`src/rtl/negedge_serial_tx.sv`:
```
// Single-wire frame transmitter: start, WIDTH data bits LSB-first, optional even parity, stop.
// Optional parity bit compiled in with `define SERIAL_TX_PARITY_EN.
module negedge_serial_tx #(
  parameter int unsigned WIDTH = 8
) (
  input  logic             clk,
  input  logic             rst,
  input  logic [WIDTH-1:0] din,
  input  logic             din_valid,
  output logic             din_ready,
  output logic             sout,
  output logic             busy,
  output logic             done
);

  localparam int unsigned CW = (WIDTH > 1) ? $clog2(WIDTH) : 1;
  localparam logic [CW-1:0] LAST_BIT = CW'(WIDTH - 1);

  localparam logic [2:0] S_IDLE   = 3'd0;
  localparam logic [2:0] S_START  = 3'd1;
  localparam logic [2:0] S_DATA   = 3'd2;
  localparam logic [2:0] S_STOP   = 3'd3;
`ifdef SERIAL_TX_PARITY_EN
  localparam logic [2:0] S_PARITY = 3'd4;
`endif

  logic [2:0]       state, state_nxt;
  logic [WIDTH-1:0] shreg, shreg_nxt;
  logic [CW-1:0]    cnt, cnt_nxt;
  logic             tx_bit, tx_bit_nxt;
  logic             busy_nxt, done_nxt, ready_nxt;
`ifdef SERIAL_TX_PARITY_EN
  logic             par, par_nxt;
`endif

  // State and registered outputs
  always_ff @(posedge clk) begin
    if (rst) begin
      state     <= S_IDLE;
      shreg     <= '0;
      cnt       <= '0;
      tx_bit    <= 1'b1;
      busy      <= 1'b0;
      done      <= 1'b0;
      din_ready <= 1'b0;
`ifdef SERIAL_TX_PARITY_EN
      par       <= 1'b0;
`endif
    end else begin
      state     <= state_nxt;
      shreg     <= shreg_nxt;
      cnt       <= cnt_nxt;
      tx_bit    <= tx_bit_nxt;
      busy      <= busy_nxt;
      done      <= done_nxt;
      din_ready <= ready_nxt;
`ifdef SERIAL_TX_PARITY_EN
      par       <= par_nxt;
`endif
    end
  end

  // Launch half a cycle ahead of the receiver's rising-edge sample
  always_ff @(negedge clk) begin
    sout <= tx_bit;
  end

  // Next-state and next-output logic
  always_comb begin
    state_nxt  = state;
    shreg_nxt  = shreg;
    cnt_nxt    = cnt;
    tx_bit_nxt = tx_bit;
    busy_nxt   = busy;
    done_nxt   = 1'b0;
    ready_nxt  = 1'b0;
`ifdef SERIAL_TX_PARITY_EN
    par_nxt    = par;
`endif

    case (state)
      S_IDLE: begin
        tx_bit_nxt = 1'b1;
        ready_nxt  = 1'b1;
        busy_nxt   = 1'b0;
        cnt_nxt    = '0;
        if (din_valid && din_ready) begin
          shreg_nxt  = din;
          state_nxt  = S_START;
          tx_bit_nxt = 1'b0;
          busy_nxt   = 1'b1;
          ready_nxt  = 1'b0;
`ifdef SERIAL_TX_PARITY_EN
          par_nxt    = ^din;
`endif
        end
      end

      S_START: begin
        state_nxt  = S_DATA;
        tx_bit_nxt = shreg[0];
        cnt_nxt    = '0;
      end

      S_DATA: begin
        shreg_nxt = shreg >> 1;
        if (cnt == LAST_BIT) begin
          cnt_nxt = '0;
`ifdef SERIAL_TX_PARITY_EN
          state_nxt  = S_PARITY;
          tx_bit_nxt = par;
`else
          state_nxt  = S_STOP;
          tx_bit_nxt = 1'b1;
`endif
        end else begin
          cnt_nxt    = cnt + CW'(1);
          tx_bit_nxt = shreg[1];
        end
      end

`ifdef SERIAL_TX_PARITY_EN
      S_PARITY: begin
        state_nxt  = S_STOP;
        tx_bit_nxt = 1'b1;
      end
`endif

      S_STOP: begin
        state_nxt  = S_IDLE;
        tx_bit_nxt = 1'b1;
        done_nxt   = 1'b1;
        busy_nxt   = 1'b0;
        ready_nxt  = 1'b1;
      end

      default: begin
        state_nxt  = S_IDLE;
        tx_bit_nxt = 1'b1;
        busy_nxt   = 1'b0;
      end
    endcase
  end

endmodule

```
`config.mk`:
```
export PLATFORM = sky130hd
export DESIGN_NAME = negedge_serial_tx
export DESIGN_NICKNAME = d
export VERILOG_FILES = /design/src/rtl/negedge_serial_tx.sv
export SDC_FILE = /design/constraint.sdc
export NUM_CORES = 1
export LEC_CHECK = 0
export CELL_PAD_IN_SITES_DETAIL_PLACEMENT = 1
export CELL_PAD_IN_SITES_GLOBAL_PLACEMENT = 2
export CORE_MARGIN = 5
export CORE_UTILIZATION = 30
export DETAILED_ROUTE_END_ITERATION = 10
export GPL_TIMING_DRIVEN = 0
export PLACE_DENSITY = 0.75
export REMOVE_ABC_BUFFERS = 1
export SYNTH_ARGS = -nofsm -noshare
export SYNTH_HDL_FRONTEND = slang
export SYNTH_SLANG_ARGS = --single-unit
```
`constraint.sdc`:
```
create_clock -name clk -period 2.1 [get_ports clk]
set_input_delay 0.315 -clock clk [delete_from_list [all_inputs] [get_ports clk]]
set_output_delay 0.315 -clock clk [all_outputs]
set_load 0.01 [all_outputs]
```
==> flow_metrics.tcl <==
set metrics [dict create \
    status "finished, violations left" \
    violations "setup timing" \
    tns_ns -0.0201 \
    grt_pass1_vias 749 \
    place.gp.congestion 0.662 \
    p_total_mw 1.25 \
    drtAntennaViolNets 0 \
    path_clk_slew_ns 0.10 \
    routed_via_density 5.04 \
    slowest_stage "dfxtp_1" \
    synthCells 91 \
    hpwl_um 1240 \
    port_buffers 14 \
    critPathTopFamily "flip-flops" \
    grt_pass1_wl_um 3350 \
    place_ws_ns -0.0841 \
    root_buffer "clkbuf_4" \
    wl_um 1780 \
    insertion_delay_ns 0.34 \
    placementRows 19 \
    overflow 0 \
    drive_gt1_share_pct 7.69 \
    ys.flop_type "dfxtp_1" \
    num_vias 681 \
    reg2reg_to "state[0]" \
    areaGrowthSynthToFinish_pct 21.7 \
    synth_edf_count 0 \
    synthArstFlopShare_pct 0 \
    die_w_um 63.2 \
    critPathRequiredTime_ns 1.78 \
    grt_max_degree 19 \
    slew_headroom_pct 56.8 \
    yosys.area.top_type_share_pct 42.5 \
    grt_usage_pct 10.2 \
    start_util_pct 31.0 \
    dieArea_mm2 0.00399 \
    critical_path.max_stage_delay_ns 0.29 \
    avgSynthCellArea_um2 9.32 \
    route.detailed.drc 0 \
    multi_input_area_um2 447 \
    cts_tree "built" \
    r2r_cells 5 \
    timing.final.ws_setup_ns -0.0201 \
    worstSetupEndpoint "sout" \
    cp_max_fo 1 \
    ys_ff_latch 18 \
    leakage_nw 0.379 \
    maxCapViolCount 0 \
    ys.warnings.count 0 \
    startpoint "sout" \
    cp.depth 1 \
    critPathBufInv 1 \
    path_cells "buf_2" \
    nets 123 \
    io_pins 15 \
    ys_types 23 \
    rsz0062_at_grt "true" \
    arrival_ns 1.81 \
    worstReg2RegStart "state[1]" \
    critPathKind "flop to output pin" \
    tightest_slew_ns 0.646 \
    worstSetupEndpointType "output pin" \
    power_density_mw_per_mm2 1210 \
    ys_seq_area_share_pct 42.5 \
    synth_top_area_cell "dfxtp_1" \
    utilization_pct 37.8 \
    setup_viol 1 \
    netlist_area_um2 848 \
    cts.sinks 18 \
    core_mm2 0.00273 \
    finalHoldViolCount 0 \
    rrSetupSlack_ns 0.38 \
    drt-pass1-iter-count 2 \
    drv_slew 0 \
    critPathLaunchType "flop" \
    ff_latch_area_um2 360 \
    postCtsSetupBuffers 0 \
    ctsHoldBuffers 0 \
    n_antenna_cell 0 \
    wire_per_inst_um 13.2 \
    ir_drop_mv 0.453 \
    clockBufferDepth 2 \
    fillers 321 \
    dr.first_iter.drc_count 19 \
    cts_buffers 3 \
    finClkSkew_ns 0.0560 \
    die_h_um 63.2 \
    cts_max_level 1 \
    min_path_type "flop to flop" \
    antenna_found_initial 0 \
    synthTopCellsByArea "dfxtp_1 42%, ha_1 10%, mux2i_1 9.4%, a21oi_1 7.1%, o21ai_0 5.3%" \
]
==> registers in the layout, indices dropped and copies added (netlist names) <==
name / flops
busy: 1
state: 2
tx_bit: 1
shreg: 8
done: 1
sout: 1
cnt: 3
din_ready: 1
==> cells by family (layout without fill, tap and decap cells) <==
family	after synthesis	count (layout)	synth area share (%)
AO/OA/AOI/OAI	25	25	16.4
AND/OR/NAND/NOR	24	24	16.2
flip-flops	18	18	42.5
buffers and inverters	9	22	5.16
multiplexers	8	8	9.44
adder cells (fa/ha/maj)	7	7	10.3
==> through the flow <==
stage | hold WS [ns] | instance area, µm² | std cells
after detailed placement | 0.468 | 998 | 131
after global placement | 0.441 | 998 | 131
final | 0.468 | 1030 | 135
after global routing | 0.491 | 1030 | 135
after CTS | 0.483 | 1030 | 135
after floorplan | 0.384 | 820 | 86
==> cells in the final DEF, fill, tap and decap left out <==
| cell type | count |
|---|---|
| a21oi_1 | 12 |
| dfxtp_1 | 18 |
| ha_2 | 1 |
| inv_1 | 4 |
| nor2b_1 | 3 |
| ha_1 | 6 |
| o21a_1 | 1 |
| nor3_1 | 1 |
| clkbuf_4 | 3 |
| nand3_1 | 1 |
| clkdlybuf4s50_1 | 13 |
| mux2i_1 | 8 |
| nand4_1 | 1 |
| buf_2 | 1 |
| nor2_1 | 5 |
| nor2_2 | 1 |
| clkbuf_8 | 1 |
| a22oi_1 | 2 |
| nand2b_1 | 2 |
| nand4b_1 | 1 |
| nor4b_1 | 1 |
| a21boi_2 | 1 |
| o21ai_0 | 9 |
| or3_1 | 7 |
| nand2_1 | 1 |
==> layout make-up <==
class | instances | area share [%]
clock buffer | 4 | 3.52
clock inverter | 1 | 0.364
inverter | 3 | 1.09
multi-input combinational | 64 | 43.3
sequential | 18 | 34.9
tap | 31 | 3.76
timing repair buffer | 14 | 13.1
==> repair_timing <==
action | in CTS | in global routing
cloned | 0 | 0
gates resized for setup | 4 | 1
hold endpoints to repair | 0 | 0
endpoints found under the setup margin | 1 | 2
==> report_power, final <==
group | switching [mW] | internal [mW] | total [mW] | leakage, nW
logic | 0.302 | 0.221 | 0.523 | 0.206
clock network | 0.112 | 0.108 | 0.220 | 0.0263
registers | 0.0625 | 0.441 | 0.504 | 0.147
total | 0.477 | 0.770 | 1.25 | 0.379
==> per-layer routing <==
layer	global-route usage, %	wire (µm)	vias up
li1	-	-	344
met1	12.3	839	322
met2	16.4	831	13
met3	3.73	90	2
met4	3.90	18	0
met5	0	0	-
==> cell usage after synthesis, types with 2 or more instances <==
library cell	n
dfxtp_1	18
a21oi_1	12
o21ai_0	9
mux2i_1	8
ha_1	7
or3_1	7
nor2_1	5
inv_1	4
nor2b_1	3
a22oi_1	2
buf_2	2
clkbuf_1	2
nand2b_1	2
==> worst min-delay path by stage <==
stage / start / end / slack [ns] / cells after the start
floorplan: rst / busy / 0.38 / 1
global placement: busy / busy / 0.44 / 2
detailed placement: busy / busy / 0.47 / 2
CTS: busy / busy / 0.48 / 2
global route: busy / busy / 0.49 / 2
finish: busy / busy / 0.47 / 2
No activity file was read; power rests on OpenSTA's default activity.
